==> config.mk <==
export PLATFORM = sky130hd
export DESIGN_NAME = mem_arbiter
export DESIGN_NICKNAME = d
export VERILOG_FILES = /design/src/rtl/mem_arbiter_pkg.sv /design/src/rtl/arb_priority_pick.sv /design/src/rtl/mem_arbiter.sv
export SDC_FILE = /design/constraint.sdc
export NUM_CORES = 1
export LEC_CHECK = 0
export BUFFER_PORTS_ARGS = -buffer_cell sky130_fd_sc_hd__buf_4
export CORE_MARGIN = 2
export CORE_UTILIZATION = 32
export DETAILED_ROUTE_END_ITERATION = 8
export GPL_TIMING_DRIVEN = 0
export PLACE_DENSITY = 0.63
export SLEW_MARGIN = 15
export SYNTH_ARGS = -nofsm -noshare
export SYNTH_HDL_FRONTEND = slang
export SYNTH_SLANG_ARGS = --single-unit
export TNS_END_PERCENT = 5
==> constraint.sdc <==
create_clock -name clk -period 7.7 [get_ports clk]
set_clock_uncertainty 0.05 [all_clocks]
set_input_delay 1.54 -clock clk [delete_from_list [all_inputs] [get_ports clk]]
set_output_delay 1.54 -clock clk [all_outputs]
set_load 0.05 [all_outputs]
==> src/rtl/mem_arbiter_pkg.sv <==
// Shared definitions for the memory arbiter: FSM states, requester ids and
// default timing parameters.
package mem_arbiter_pkg;

    // Arbiter FSM states. IDLE picks a winner, ISSUE drives memory2c for
    // MEM_LAT cycles, DONE pulses the winner's ack.
    typedef enum logic [1:0] {
        IDLE  = 2'd0,
        ISSUE = 2'd1,
        DONE  = 2'd2
    } arb_state_t;

    // Requester identifiers as stored in the latched winner id.
    localparam logic REQ_IF = 1'b0;
    localparam logic REQ_D  = 1'b1;

    // Default number of cycles the memory enable is held before sampling.
    localparam int DEF_MEM_LAT    = 1;
    // Default limit on back-to-back data grants while a fetch is waiting.
    localparam int DEF_MAX_STREAK = 4;

endpackage

==> src/rtl/arb_priority_pick.sv <==
// Combinational winner selection between fetch and data requesters.
// Data normally wins; fetch wins when the data streak has hit its limit
// while a fetch is waiting, so instruction fetch can never starve.
module arb_priority_pick
    import mem_arbiter_pkg::*;
(
    input  logic if_req,
    input  logic d_req,
    input  logic streak_full,
    output logic grant_valid,
    output logic grant_id
);

    // Any pending request produces a grant; the starvation rule flips priority.
    always_comb begin
        grant_valid = if_req || d_req;
        grant_id    = (d_req && !(if_req && streak_full)) ? REQ_D : REQ_IF;
    end

endmodule

==> src/rtl/mem_arbiter.sv <==
// Arbiter sharing one memory2c port between instruction fetch and data
// load/store.
//
// Handshake (both requesters): the requester raises req with addr/wr/wdata
// stable and holds it until ack. ack is a single-cycle pulse and the matching
// rdata is valid in that same cycle. The arbiter latches addr/wr/wdata at the
// grant, so later changes on those inputs do not affect the access in flight.
// A request withdrawn early is still completed and acknowledged.
//
// Timing: request seen in IDLE in cycle 0 -> memory driven in cycles
// 1..MEM_LAT -> ack in cycle MEM_LAT+1 -> IDLE again in MEM_LAT+2.
// Every output is registered; the asynchronous reset clears them at once,
// which aborts an in-flight access without ever acknowledging it.
module mem_arbiter
    import mem_arbiter_pkg::*;
#(
    parameter int ADDR_W     = 32,
    parameter int DATA_W     = 32,
    parameter int MEM_LAT    = DEF_MEM_LAT,
    parameter int MAX_STREAK = DEF_MAX_STREAK
) (
    input  logic              clk,
    input  logic              rst,
    input  logic              if_req,
    input  logic [ADDR_W-1:0] if_addr,
    output logic              if_ack,
    output logic [DATA_W-1:0] if_rdata,
    input  logic              d_req,
    input  logic              d_wr,
    input  logic [ADDR_W-1:0] d_addr,
    input  logic [DATA_W-1:0] d_wdata,
    output logic              d_ack,
    output logic [DATA_W-1:0] d_rdata,
    output logic              mem_enable,
    output logic              mem_wr,
    output logic [ADDR_W-1:0] mem_addr,
    output logic [DATA_W-1:0] mem_data_in,
    input  logic [DATA_W-1:0] mem_data_out,
    output logic              busy
);

    // Latency counter only needs to reach MEM_LAT-1.
    localparam int LAT_W = (MEM_LAT > 1) ? $clog2(MEM_LAT) : 1;
    // Streak counter saturates at MAX_STREAK.
    localparam int STK_W = (MAX_STREAK > 0) ? $clog2(MAX_STREAK + 1) : 1;

    localparam logic [LAT_W-1:0] LAT_LAST = LAT_W'(MEM_LAT - 1);
    localparam logic [STK_W-1:0] STK_MAX  = STK_W'(MAX_STREAK);

    arb_state_t state;
    arb_state_t next_state;

    // Access latched at grant time.
    logic              win_id;
    logic [ADDR_W-1:0] lat_addr;
    logic              lat_wr;
    logic [DATA_W-1:0] lat_wdata;
    logic [LAT_W-1:0]  lat_cnt;
    logic [STK_W-1:0]  streak;

    logic grant_valid;
    logic grant_id;
    logic streak_full;
    logic lat_last;
    logic grant_now;

    // Next-cycle values of the registered outputs.
    logic              if_ack_nxt;
    logic [DATA_W-1:0] if_rdata_nxt;
    logic              d_ack_nxt;
    logic [DATA_W-1:0] d_rdata_nxt;
    logic              mem_enable_nxt;
    logic              mem_wr_nxt;
    logic [ADDR_W-1:0] mem_addr_nxt;
    logic [DATA_W-1:0] mem_data_in_nxt;
    logic              busy_nxt;

    assign streak_full = (streak == STK_MAX);
    assign lat_last    = (lat_cnt == LAT_LAST);
    assign grant_now   = (state == IDLE) && grant_valid;

    arb_priority_pick u_pick (
        .if_req      (if_req),
        .d_req       (d_req),
        .streak_full (streak_full),
        .grant_valid (grant_valid),
        .grant_id    (grant_id)
    );

    // State register.
    always_ff @(posedge clk or posedge rst) begin
        if (rst) begin
            state <= IDLE;
        end else begin
            state <= next_state;
        end
    end

    // Next-state logic: IDLE -> ISSUE on any request, ISSUE -> DONE after
    // MEM_LAT cycles, DONE -> IDLE unconditionally.
    always_comb begin
        next_state = state;
        unique case (state)
            IDLE: begin
                if (grant_valid) begin
                    next_state = ISSUE;
                end
            end
            ISSUE: begin
                if (lat_last) begin
                    next_state = DONE;
                end
            end
            DONE: begin
                next_state = IDLE;
            end
            default: begin
                next_state = IDLE;
            end
        endcase
    end

    // Output logic: computes what each registered output holds next cycle.
    // The memory is driven during every ISSUE cycle; wr only in the first.
    always_comb begin
        if_ack_nxt      = 1'b0;
        d_ack_nxt       = 1'b0;
        if_rdata_nxt    = if_rdata;
        d_rdata_nxt     = d_rdata;
        mem_enable_nxt  = 1'b0;
        mem_wr_nxt      = 1'b0;
        mem_addr_nxt    = '0;
        mem_data_in_nxt = '0;
        busy_nxt        = (next_state != IDLE);
        unique case (state)
            IDLE: begin
                if (grant_valid) begin
                    mem_enable_nxt = 1'b1;
                    if (grant_id == REQ_D) begin
                        mem_wr_nxt      = d_wr;
                        mem_addr_nxt    = d_addr;
                        mem_data_in_nxt = d_wdata;
                    end else begin
                        mem_addr_nxt    = if_addr;
                    end
                end
            end
            ISSUE: begin
                if (lat_last) begin
                    // Final ISSUE cycle: sample memory, ack next cycle.
                    if (win_id == REQ_IF) begin
                        if_ack_nxt   = 1'b1;
                        if_rdata_nxt = mem_data_out;
                    end else begin
                        d_ack_nxt    = 1'b1;
                        d_rdata_nxt  = lat_wr ? '0 : mem_data_out;
                    end
                end else begin
                    mem_enable_nxt  = 1'b1;
                    mem_addr_nxt    = lat_addr;
                    mem_data_in_nxt = lat_wdata;
                end
            end
            DONE: begin
                // Ack cycle; memory already released.
            end
            default: begin
            end
        endcase
    end

    // Output registers.
    always_ff @(posedge clk or posedge rst) begin
        if (rst) begin
            if_ack      <= 1'b0;
            if_rdata    <= '0;
            d_ack       <= 1'b0;
            d_rdata     <= '0;
            mem_enable  <= 1'b0;
            mem_wr      <= 1'b0;
            mem_addr    <= '0;
            mem_data_in <= '0;
            busy        <= 1'b0;
        end else begin
            if_ack      <= if_ack_nxt;
            if_rdata    <= if_rdata_nxt;
            d_ack       <= d_ack_nxt;
            d_rdata     <= d_rdata_nxt;
            mem_enable  <= mem_enable_nxt;
            mem_wr      <= mem_wr_nxt;
            mem_addr    <= mem_addr_nxt;
            mem_data_in <= mem_data_in_nxt;
            busy        <= busy_nxt;
        end
    end

    // Latch the winning access at grant and count ISSUE cycles.
    always_ff @(posedge clk or posedge rst) begin
        if (rst) begin
            win_id    <= REQ_IF;
            lat_addr  <= '0;
            lat_wr    <= 1'b0;
            lat_wdata <= '0;
            lat_cnt   <= '0;
        end else if (grant_now) begin
            win_id  <= grant_id;
            lat_cnt <= '0;
            if (grant_id == REQ_D) begin
                lat_addr  <= d_addr;
                lat_wr    <= d_wr;
                lat_wdata <= d_wdata;
            end else begin
                lat_addr  <= if_addr;
                lat_wr    <= 1'b0;
                lat_wdata <= '0;
            end
        end else if (state == ISSUE) begin
            lat_cnt <= lat_cnt + LAT_W'(1);
        end
    end

    // Count data grants made while a fetch is waiting; any other grant clears it.
    always_ff @(posedge clk or posedge rst) begin
        if (rst) begin
            streak <= '0;
        end else if (grant_now) begin
            if ((grant_id == REQ_D) && if_req) begin
                if (!streak_full) begin
                    streak <= streak + STK_W'(1);
                end
            end else begin
                streak <= '0;
            end
        end
    end

endmodule

* After elaboration in Yosys (flattened, before gate mapping) *
Index checks and enable logic that the tools add are counted.

storage, ports and cells
  register bits after elaboration = 205
  input bits = 133
  logic and storage cells = 64

operators by class
  $add $sub $neg = 2
  equal/unequal tests = 3
  muxes and demuxes = 29
  bitwise operators = 2
  reduce and logical (&&, ||, !) cells = 12

operators with widths
  cell                 count
  $mux 32              7
  $pmux 32 s2          2
  $mux 1               14
  $mux 3               2
  $reduce_and 3->1     2
  $logic_and 1x1->1    4
  $mux 2               2
  $pmux 2 s2           1
  $reduce_bool 2->1    2
  $add 3x1->3 const B  1
  $eq 3x3->1 const B   1
  $eq 2x1->1 const B   1
  $logic_not 2->1      1
  $ne 2x2->1 const B   1
  $not 1->1            2
  $pmux 1 s2           1
  $reduce_and 2->1     1
  $add 1x1->1 const B  1
  $logic_not 1->1      1
  $logic_or 1x1->1     1

* Logic depth before layout (Yosys ltp) *
Gate-level depths: netlist (run 1).

  word-level depth = 8
  mapped depth = 7

* By module *
From an unflattened synthesis (run 1), not the netlist that was laid out.

unflattened totals
  cell total of the unflattened synthesis = 603
  area total of the unflattened synthesis = 7893.8 um2

modules (own cells, without submodules)
  module             times used  cells an instance  area an instance (um2)  sequential area each (um2)
  mem_arbiter        1           601                7880.1                  5129.9
  arb_priority_pick  1           2                  13.8                    0.0

* Least setup slack after synthesis (run 1) *
OpenSTA, ideal clock, no wires.

  path kind = in2reg
  start = input if_req
  end = register lat_addr[10]
  arrival time = 2.517 ns
  setup slack = 5.007 ns
  cell stages on the path = 6
  buffers on the path = 3
  path through = buf_2 or2_1 nand2_1 buf_4 buf_6 a221o_1

between the ends
  longest elaborated chain between the ends = 5
  elaborated cells between the ends (all ways) = 7
  classes of those cells = mux (2); reduce/logical (5)

ends and longest elaborated chain
  item                  line                     text
  from (decl)           mem_arbiter.sv:24        input logic if_req,
  $logic_and 1x1->1     arb_priority_pick.sv:17  grant_id = (d_req && !(if_req && streak_full)) ? REQ_D : REQ_IF;
  $logic_not 1->1       arb_priority_pick.sv:17
  $logic_and 1x1->1     arb_priority_pick.sv:17
  $mux 1                arb_priority_pick.sv:17
  $mux 32               mem_arbiter.sv:208       if (grant_id == REQ_D) begin
  to (signal assigned)  mem_arbiter.sv:209       lat_addr <= d_addr;
  to (signal assigned)  mem_arbiter.sv:213       lat_addr <= if_addr;
  to (decl)             mem_arbiter.sv:55        logic [ADDR_W-1:0] lat_addr;

Parallel ways exist; a longest one is shown, timed or not.
A chain may end at the register's enable or synchronous reset.

* Worst setup path after layout (run 1) *
  start = register if_rdata[17]
  end = output if_rdata[17]

RTL lines
  item                    line                text
  from (decl)             mem_arbiter.sv:27   output logic [DATA_W-1:0] if_rdata,
  from (signal assigned)  mem_arbiter.sv:186  if_rdata <= if_rdata_nxt;

No word-level cell between the ends.

==> results of run 1 <==
[logic make-up after synthesis]
| logic type | Yosys count | synth area share |
|---|---|---|
| flip-flops | 205 | 0.638 |
| AO/OA/AOI/OAI | 170 | 0.177 |
| AND/OR/NAND/NOR | 125 | 0.0957 |
| buffers and inverters | 57 | 0.0415 |
| multiplexers | 32 | 0.0448 |
| adder cells (fa/ha/maj) | 2 | 0.00311 |
[registers in the layout (all words and copies together) (netlist names), 2 cells and up]
register / count
mem_addr: 32
streak: 3
state: 2
d_rdata: 32
if_rdata: 32
lat_wdata: 32
mem_data_in: 32
lat_addr: 32
[through the flow]
stage / std cells / utilization
after floorplan: 591 / -
after global placement: 1185 / 0.418
after detailed placement: 1187 / 0.421
after CTS: 1229 / 0.453
after global routing: 1229 / 0.453
final: 1229 / 0.453
[layout make-up]
type | instances | area, um2
fillers | 2326 | 13600
flip-flops and latches | 205 | 5130
multi-input cells | 329 | 2580
repair buffers | 266 | 2040
clock buffers | 31 | 636
well taps | 330 | 413
plain buffers | 52 | 315
clock inverters | 11 | 184
inverters | 5 | 26.3
[power groups by stage]
stage / clock network [W] / registers [W] / logic, W
detailed placement: 0 / 0.00179 / 0.00271
global placement: 0 / 0.00178 / 0.00267
finish: 0.00118 / 0.00177 / 0.00267
floorplan: 0 / 0.00280 / 0.000808
global route: 0.00127 / 0.00182 / 0.00283
CTS: 0.00122 / 0.00178 / 0.00270
[routing by layer]
metal | vias up | track usage | wire length [um]
li1 | 2820 | - | -
met1 | 3064 | 0.222 | 9310
met2 | 246 | 0.271 | 10900
met3 | 39 | 0.0458 | 1990
met4 | 0 | 0.0426 | 518
met5 | - | 0 | 0
[cell usage in the layout (no fill, tap or decap), types with 10 or more instances in the layout]
cell       count
clkbuf_1      21
buf_6         10
buf_4        269
o21ai_0       29
clkbuf_16     23
buf_2         21
nand2_1       36
mux2_2        24
a221o_1       60
nand2b_1      33
and4_1        30
a22o_1        65
dfrtp_1      205
[worst min-delay path, stage by stage (launching register included)]
cell     delay [ns]
dfrtp_1        0.34
nand2_1        0.05
o21ai_1        0.06
[final timing paths]
path / slack [ns] / to / from / cells after the start
min in group asynchronous: 1.00 / mem_addr[16] / rst / 2
hold reg to reg: 0.43 / d_rdata[3] / d_rdata[3] / 2
setup reg to reg: 5.72 / lat_addr[24] / streak[0] / 6
hold / removal: 0.43 / d_rdata[3] / d_rdata[3] / 2
max in group asynchronous: 5.84 / lat_wdata[26] / rst / 3
setup / recovery: 5.00 / if_rdata[17] / if_rdata[17] / 1
==> qor.csv, run 1 <==
metric,value,unit
p_sw_frac,0.430,
finalNetCount,1017,
synth_edf_count,0,
antenna_found_initial,0,
post-cts-setup-buffer-count,0,
finalWeightedCongestion,0.804,
grt_usage,0.167,
die_y,163,um
grt_pass1_vias,6201,
power,0.00563,W
rsz0062_at_grt,false,
finalSetupTns,0,ns
drt_iter0_markers,370,
finalSetupViolations,0,
p_int,0.00321,W
cap_violations,0,
p_seq_frac,0.315,
ctsRootBufferMaster,clkbuf_16,
fin_area,0.0113,mm2
path_cells,buf_4,
dr.pass1.iters,6,
timing.final.ws_setup,5.00,ns
grt_pass1_wl,34900,um
tightest_slew,0.601,ns
postSynthCellCount,591,
antenna_left,0,
synth_area_leaders,"dfrtp_1, a221o_1, a22o_1",
cpLargestDelayFamily,flip-flops,
fp.coreArea,0.0250,mm2
cts_resized,0,
finalHoldViolCount,0,
htreeDepth,1,
pre_cts_ws,4.61,ns
required,6.11,ns
routedWlPerCell,18.5,um
ys_seq_area_frac,0.638,
max_slew_margin,0.600,
placed_area,0.0105,mm2
cts_tree,done,
post-route-period-util,0.351,
timing_worst_setup_path_type,reg2out,
die_w,163,um
area_delta_synth_final,40.7,%
drc,0,
min_period,2.70,ns
ioPinCount,266,
post_drt_via_cell_ratio,5.02,
hold_path_class,reg2reg,
yosysMostFrequentCell,dfrtp_1,
path_max_fanout,2,
overflow,0,
dieArea,0.0264,mm2
clock_path_buffers,3,
insertion_delay,0.51,ns
grt_start_max_net_pins,89,
synth_top_area_frac,0.638,
slowest_stage,dfrtp_1,
p_leak,5.56,nW
clk_pin_slew,0.06,ns
syn_area,0.00804,mm2
hpwl,16400,um
crit_path_end_kind,output port,
comb_power_share,0.475,
cp-start-kind,register,
clockPowerShare,0.210,
vias,6169,
yosys-top-cells-count,"dfrtp_1, a22o_1, a221o_1",
ys_ff_latch,205,
max_freq,370,MHz
cts-buffers-inserted,23,
postSynthAreaPerCell,13.6,um2
ys.warnings.count,0,
switchingPower,0.00242,W
routed_wl,22700,um
n_antenna_cell,0,
whs,0.429,ns
outcome,"finished, final reports clean",
layout-drive-gt1-share,0.412,
initial_core_util,0.322,
yosys.area.top_type,dfrtp_1,
rows,58,
yosysUniqueCellTypes,38,
cp_num_buf_inv,1,
async_reset_ff_frac,1.00,
slowest_delay,0.41,ns
synth_top_flop_cell,dfrtp_1,
power.density,497,mW/mm2
irDropWorstVdd,279,uV
maxSlewViolCount,0,
cts_hold_buf,0,
worstPathArrival,1.11,ns
io_buffers,264,
synth_nets,726,
cts.sinks,205,
Power figures use the tool's default switching activity.
==> run 2: changes to the inputs <==
ABC_AREA = 1   (was unset)
PLACE_DENSITY = 0.64   (was 0.63)
clock period = 2.2 ns   (was 7.7 ns; I/O delays follow)
==> run 2 against run 1 <==
  * Clock-buffer cell count up 1
  * Area after synthesis rose by 4.4%
  * Global-route usage grew 0.51 points
  * Power grew to 3.4 times the previous value
  * Final area increased by 3.2%
  * Via count grew 18%
  * Combinational power rose to 3.4 times the previous value
==> qor.csv, run 2 <==
metric,value,unit,change
outcome,"finished, final reports clean",,
grt_pass1_vias,7165,,+16%
yosys.area.top_type,dfrtp_1,,
htreeDepth,1,,unchanged
hold_start,mem_data_out[25],,
p_sw_frac,0.466,,+0.0361
final_common_cell,nand2_1,,
final_core_util,0.451,,-0.00272
ys.warnings.count,0,,unchanged
r2r_start,streak[0],,
antenna_left,0,,unchanged
io_buffers,264,,unchanged
p_leak,6.66,nW,+20%
p_int,0.0102,W,+220%
post-route-period-util,0.828,,
rows,59,,+1.7%
synth_top_area_frac,0.611,,-0.0272
max_freq,549,MHz,
required,2.61,ns,-3.50 ns
synth_area_leaders,"dfrtp_1, nand2_1, nand3_1",,
tightest_slew,0.529,ns,-0.0719 ns
maxSlewViolCount,0,,unchanged
synth_top_flop_cell,dfrtp_1,,
final_cell_mix,"nand2_1, buf_4, dfrtp_1",,
postSynthCellCount,948,,+60%
timing.final.ws_setup,0.378,ns,-4.62 ns
clockPowerShare,0.198,,-0.012
hpwl,17600,um,+7.5%
finalNetCount,1380,,+36%
post_drt_via_cell_ratio,4.56,,-9.1%
yosys-top-cells-count,"nand2_1, dfrtp_1, nand3_1",,
irDropWorstVdd,1010,uV,+260%
finalSetupTns,0,ns,unchanged
area_delta_synth_final,39.0,%,
grt_start_max_net_pins,37,,-58%
comb_power_share,0.481,,+0.006
startpoint,streak[0],,
layout-drive-gt1-share,0.288,,-0.123
antenna_found_initial,0,,unchanged
yosysUniqueCellTypes,23,,-39%
cts.sinks,205,,unchanged
timing_worst_setup_path_type,reg2reg,,
clock_path_buffers,3,,unchanged
max_slew_margin,0.648,,+0.0479
clk_pin_slew,0.06,ns,about the same
crit_path_end_kind,register,,
ys_ff_latch,205,,unchanged
postSynthAreaPerCell,8.86,um2,-35%
cap_violations,0,,unchanged
hold_path_class,in2reg,,
path_max_fanout,10,,+8
finalSetupViolations,0,,unchanged
min_period,1.82,ns,
cts_tree,done,,
finalHoldViolCount,0,,unchanged
finalWeightedCongestion,0.812,,+1.1%
synth_edf_count,0,,unchanged
dr.pass1.iters,5,,-1
ioPinCount,266,,unchanged
routed_wl,24000,um,+5.8%
rsz0062_at_grt,false,,
vias,7273,,+18%
ctsRootBufferMaster,clkbuf_16,,
overflow,0,,unchanged
power.density,1630,mW/mm2,+230%
grt_pass1_wl,38800,um,+11%
cts-buffers-inserted,24,,+4.3%
die_y,166,um,+2.1%
switchingPower,0.00890,W,+270%
dieArea,0.0276,mm2,+4.3%
syn_area,0.00840,mm2,+4.4%
async_reset_ff_frac,1.00,,unchanged
p_seq_frac,0.321,,+0.006
insertion_delay,0.52,ns,about the same
worstPathArrival,2.23,ns,+1.12 ns
die_w,166,um,+2.1%
n_antenna_cell,0,,unchanged
yosysMostFrequentCell,nand2_1,,
routedWlPerCell,15.1,um,-18%
grt_usage,0.172,,+0.00513
drt_iter0_markers,608,,+64%
synth_nets,1083,,+49%
cp-start-kind,register,,
fp.coreArea,0.0259,mm2,+3.8%
pre_cts_ws,0.371,ns,-4.23 ns
drc,0,,unchanged
ys_seq_area_frac,0.611,,-0.0272
initial_core_util,0.324,,+0.00203
power,0.0191,W,+240%
-- run 2: changes by cell type after synthesis, moves of 24 or more --
| cell | before | now |
|---|---|---|
| and4_1 | 30 | 0 |
| nand2_1 | 36 | 430 |
| a22o_1 | 65 | 0 |
| mux2_2 | 24 | 0 |
| inv_1 | 4 | 72 |
| nand2b_1 | 33 | 0 |
| nand4_1 | 2 | 32 |
| nand3_1 | 7 | 88 |
| a221o_1 | 60 | 0 |
-- run 2: cell families after synthesis --
group | count (synthesis) | synth area share
buffers and inverters | 131 | 0.0725
XOR/XNOR | 1 | 0.00104
flip-flops | 205 | 0.611
AND/OR/NAND/NOR | 571 | 0.290
AO/OA/AOI/OAI | 38 | 0.0231
adder cells (fa/ha/maj) | 2 | 0.00298
-- run 2: area by class of cell --
| class | instances | area [um2] |
|---|---|---|
| Buffer | 54 | 320 |
| Timing Repair Buffer | 271 | 2110 |
| Clock buffer | 32 | 661 |
| Clock inverter | 8 | 82.6 |
| Fill cell | 2520 | 14200 |
| Tap cell | 335 | 419 |
| Inverter | 77 | 293 |
| Sequential cell | 205 | 5130 |
| Multi-Input combinational cell | 612 | 2660 |
-- run 2: per-layer routing --
layer	GRT usage	share of wire	up-vias
met5	0	0	-
met3	0.0489	0.089	26
met2	0.274	0.46	275
met1	0.235	0.44	3420
li1	-	-	3552
met4	0.0359	0.017	0
-- run 2: worst max-delay path, stage by stage (launching register included) --
cell and delay, ns:
dfrtp_1 0.37, inv_1 0.06, ha_1 0.22, nand3_2 0.17, nand2_2 0.16, inv_2 0.20, buf_2 0.25, nand3_1 0.18
nand2_1 0.09
-- run 2: path summary, 6_finish.rpt --
kind,to,slack (ns),cells after the start
max,lat_wr,0.38,8
min,if_rdata[25],0.08,3
max reg2reg,lat_wr,0.38,8
min reg2reg,mem_data_in[30],0.42,2
max in group asynchronous,lat_wdata[30],0.69,6
min in group asynchronous,if_rdata[28],0.43,3
-- run 2: repair_timing --
| item | CTS | global route |
|---|---|---|
| resized for setup | 0 | 0 |
| hold buffers | 1 | 0 |
| buffers inserted | 0 | 0 |
| hold endpoints to repair | 14 | 0 |
-- run 2: per-stage QoR --
step	instance area, um2	cells	hold slack [ns]
after global routing	11700	1594	0.0671
after detailed placement	10900	1553	0.410
final	11700	1594	0.0827
after global placement	10800	1547	0.407
after CTS	11700	1594	0.0547
after floorplan	8410	948	0.399
-- run 2: power by group through the flow --
stage / sequential [W] / clock (W) / combinational (W)
3_3_place_gp: 0.00616 / 0 / 0.00914
6_report: 0.00612 / 0.00378 / 0.00918
5_1_grt: 0.00631 / 0.00404 / 0.00991
4_1_cts: 0.00613 / 0.00389 / 0.00930
2_1_floorplan: 0.00942 / 0 / 0.00290
3_5_place_dp: 0.00617 / 0 / 0.00927
==> run 3: changes to the inputs <==
clock period = 1.59 ns   (was 2.2 ns; I/O delays follow)
==> run 3 against run 2 <==
  * Global-route usage is 0.62 points higher
  * Sequential share of layout area is 2.7 points lower
  * Non-clock buffer count is 67 higher
  * Flip-flop and latch count stayed put
  * Final cell count is 4.3% higher
  * Utilization is 3.0 points higher
  * Final area is 6.7% higher
  * Setup slack worse by 0.30 ns
==> qor.csv, run 3 (synthesis gave the netlist of run 2 again) <==
metric,value,unit,change
routedWlPerCell,15.0,um,-0.67%
final_cell_mix,"nand2_1, buf_4, dfrtp_1",,
cts_tree,done,,
post-route-period-util,0.952,,+0.124
cp-start-kind,register,,
p_int,0.0144,W,+41%
worstPathArrival,1.91,ns,-0.32 ns
clock_path_buffers,3,,unchanged
max_freq,661,MHz,+20%
layout-drive-gt1-share,0.288,,about the same
finalSetupViolations,0,,unchanged
clk_pin_slew,0.06,ns,about the same
whs,0.0211,ns,-0.0615 ns
irDropWorstVdd,1440,uV,+43%
final_core_util,0.481,,+0.0300
maxSlewViolCount,0,,unchanged
dieArea,0.0276,mm2,unchanged
comb_power_share,0.490,,+0.009
outcome,"finished, final reports clean",,
routed_wl,24800,um,+3.6%
max_slew_margin,0.642,,-0.00567
grt_pass1_vias,7531,,+5.1%
insertion_delay,0.52,ns,about the same
seq_area,0.00513,mm2,unchanged
drt_iter0_markers,585,,-3.8%
area_delta_synth_final,48.3,%,
crit_path_end_kind,register,,
dr.pass1.iters,5,,unchanged
rsz0062_at_grt,true,,
antenna_left,0,,unchanged
min_period,1.51,ns,-0.308 ns
finalWeightedCongestion,0.812,,unchanged
finalNetCount,1447,,+4.9%
cts-buffers-inserted,24,,unchanged
clockPowerShare,0.194,,-0.004
io_buffers,264,,unchanged
vias,7523,,+3.4%
overflow,0,,unchanged
grt_usage,0.178,,+0.00621
multi_input_area,0.00272,mm2,+2.0%
ioPinCount,266,,unchanged
final_common_cell,nand2_1,,
drc,0,,unchanged
grt_start_max_net_pins,37,,unchanged
rows,59,,unchanged
fill_cells,2430,,-3.6%
p_seq_frac,0.316,,-0.005
finalSetupTns,0,ns,unchanged
ctsRootBufferMaster,clkbuf_16,,
switchingPower,0.0125,W,+40%
cap_violations,0,,unchanged
finalHoldViolCount,0,,unchanged
hpwl,17600,um,unchanged
path_max_fanout,10,,unchanged
power.density,2160,mW/mm2,+32%
die_y,166,um,unchanged
cts.sinks,205,,unchanged
p_leak,6.99,nW,+4.9%
p_sw_frac,0.465,,-0.00186
grt_pass1_wl,40300,um,+3.8%
required,1.98,ns,-0.63 ns
antenna_found_initial,1,,+1
timing_worst_setup_path_type,reg2reg,,
initial_core_util,0.324,,unchanged
htreeDepth,1,,unchanged
fp.coreArea,0.0259,mm2,unchanged
tightest_slew,0.537,ns,+0.00850 ns
hold_path_class,in2reg,,
die_w,166,um,unchanged
post_drt_via_cell_ratio,4.53,,-0.79%
-- run 3: cell types whose count changed in the layout (fill, tap and decap cells not counted), sizes merged --
| cell | previous run | this run |
|---|---|---|
| dlygate4sd3 | 1 | 62 |
| buf | 307 | 315 |
| clkbuf | 49 | 47 |
| diode | 0 | 1 |
-- run 3: final cells by class --
class	count	share of cell area
diodes	1	0.000201
plain buffers	52	0.0284
clock buffers	32	0.0530
clock inverters	8	0.00663
inverters	77	0.0239
multi-input cells	612	0.218
flip-flops and latches	205	0.412
well taps	335	0.0336
repair buffers	340	0.224
-- run 3: power groups by stage --
stage               Combinational (W)  Clock, W  Sequential, W
floorplan                     0.00402         0         0.0130
global placement               0.0126         0        0.00852
detailed placement             0.0128         0        0.00854
CTS                            0.0131   0.00539        0.00848
global route                   0.0142   0.00560        0.00874
finish                         0.0132   0.00522        0.00849
-- run 3: worst paths after layout --
path | slack [ns] | start | cells past startpoint | end
setup / recovery | 0.08 | state[1] | 5 | d_rdata[11]
hold / removal | 0.02 | d_wdata[23] | 3 | mem_data_in[23]
setup reg to reg | 0.08 | state[1] | 5 | d_rdata[11]
hold reg to reg | 0.42 | lat_wdata[30] | 2 | mem_data_in[30]
max in group asynchronous | 0.21 | rst | 6 | lat_wdata[30]
min in group asynchronous | 0.30 | rst | 3 | if_rdata[26]
-- run 3: per-stage QoR --
step / instances / worst slack, ns / total power, W / instance area [um2]
6_report: 1662 / 0.0763 / 0.0269 / 12500
5_1_grt: 1662 / -0.0459 / 0.0285 / 12500
4_1_cts: 1658 / 0.00709 / 0.0270 / 12400
3_5_place_dp: 1553 / -0.239 / 0.0214 / 10900
3_3_place_gp: 1547 / -2.78 / 0.0212 / 10800
2_1_floorplan: 948 / -1.44 / 0.0171 / 8410
-- run 3: layer usage --
metal	global-route usage	up-vias	wire length, um
met4	0.0423	0	495
met2	0.287	265	11500
met5	0	-	0
met1	0.240	3539	10800
met3	0.0489	32	2020
li1	-	3687	-
-- run 3: worst max-delay path, cell delays in order (launching register included) --
cell     delay, ns
dfrtp_1       0.43
nor2_4        0.18
buf_12        0.14
buf_1         0.37
nand4_1       0.16
nand2_1       0.11
-- run 3: what timing repair did --
item	4_1_cts	5_1_grt
setup endpoints to repair	133	181
pin swaps	3	5
hold buffers	62	0
endpoints found under the hold margin	100	0
setup buffers	3	5
gates resized for setup	17	25
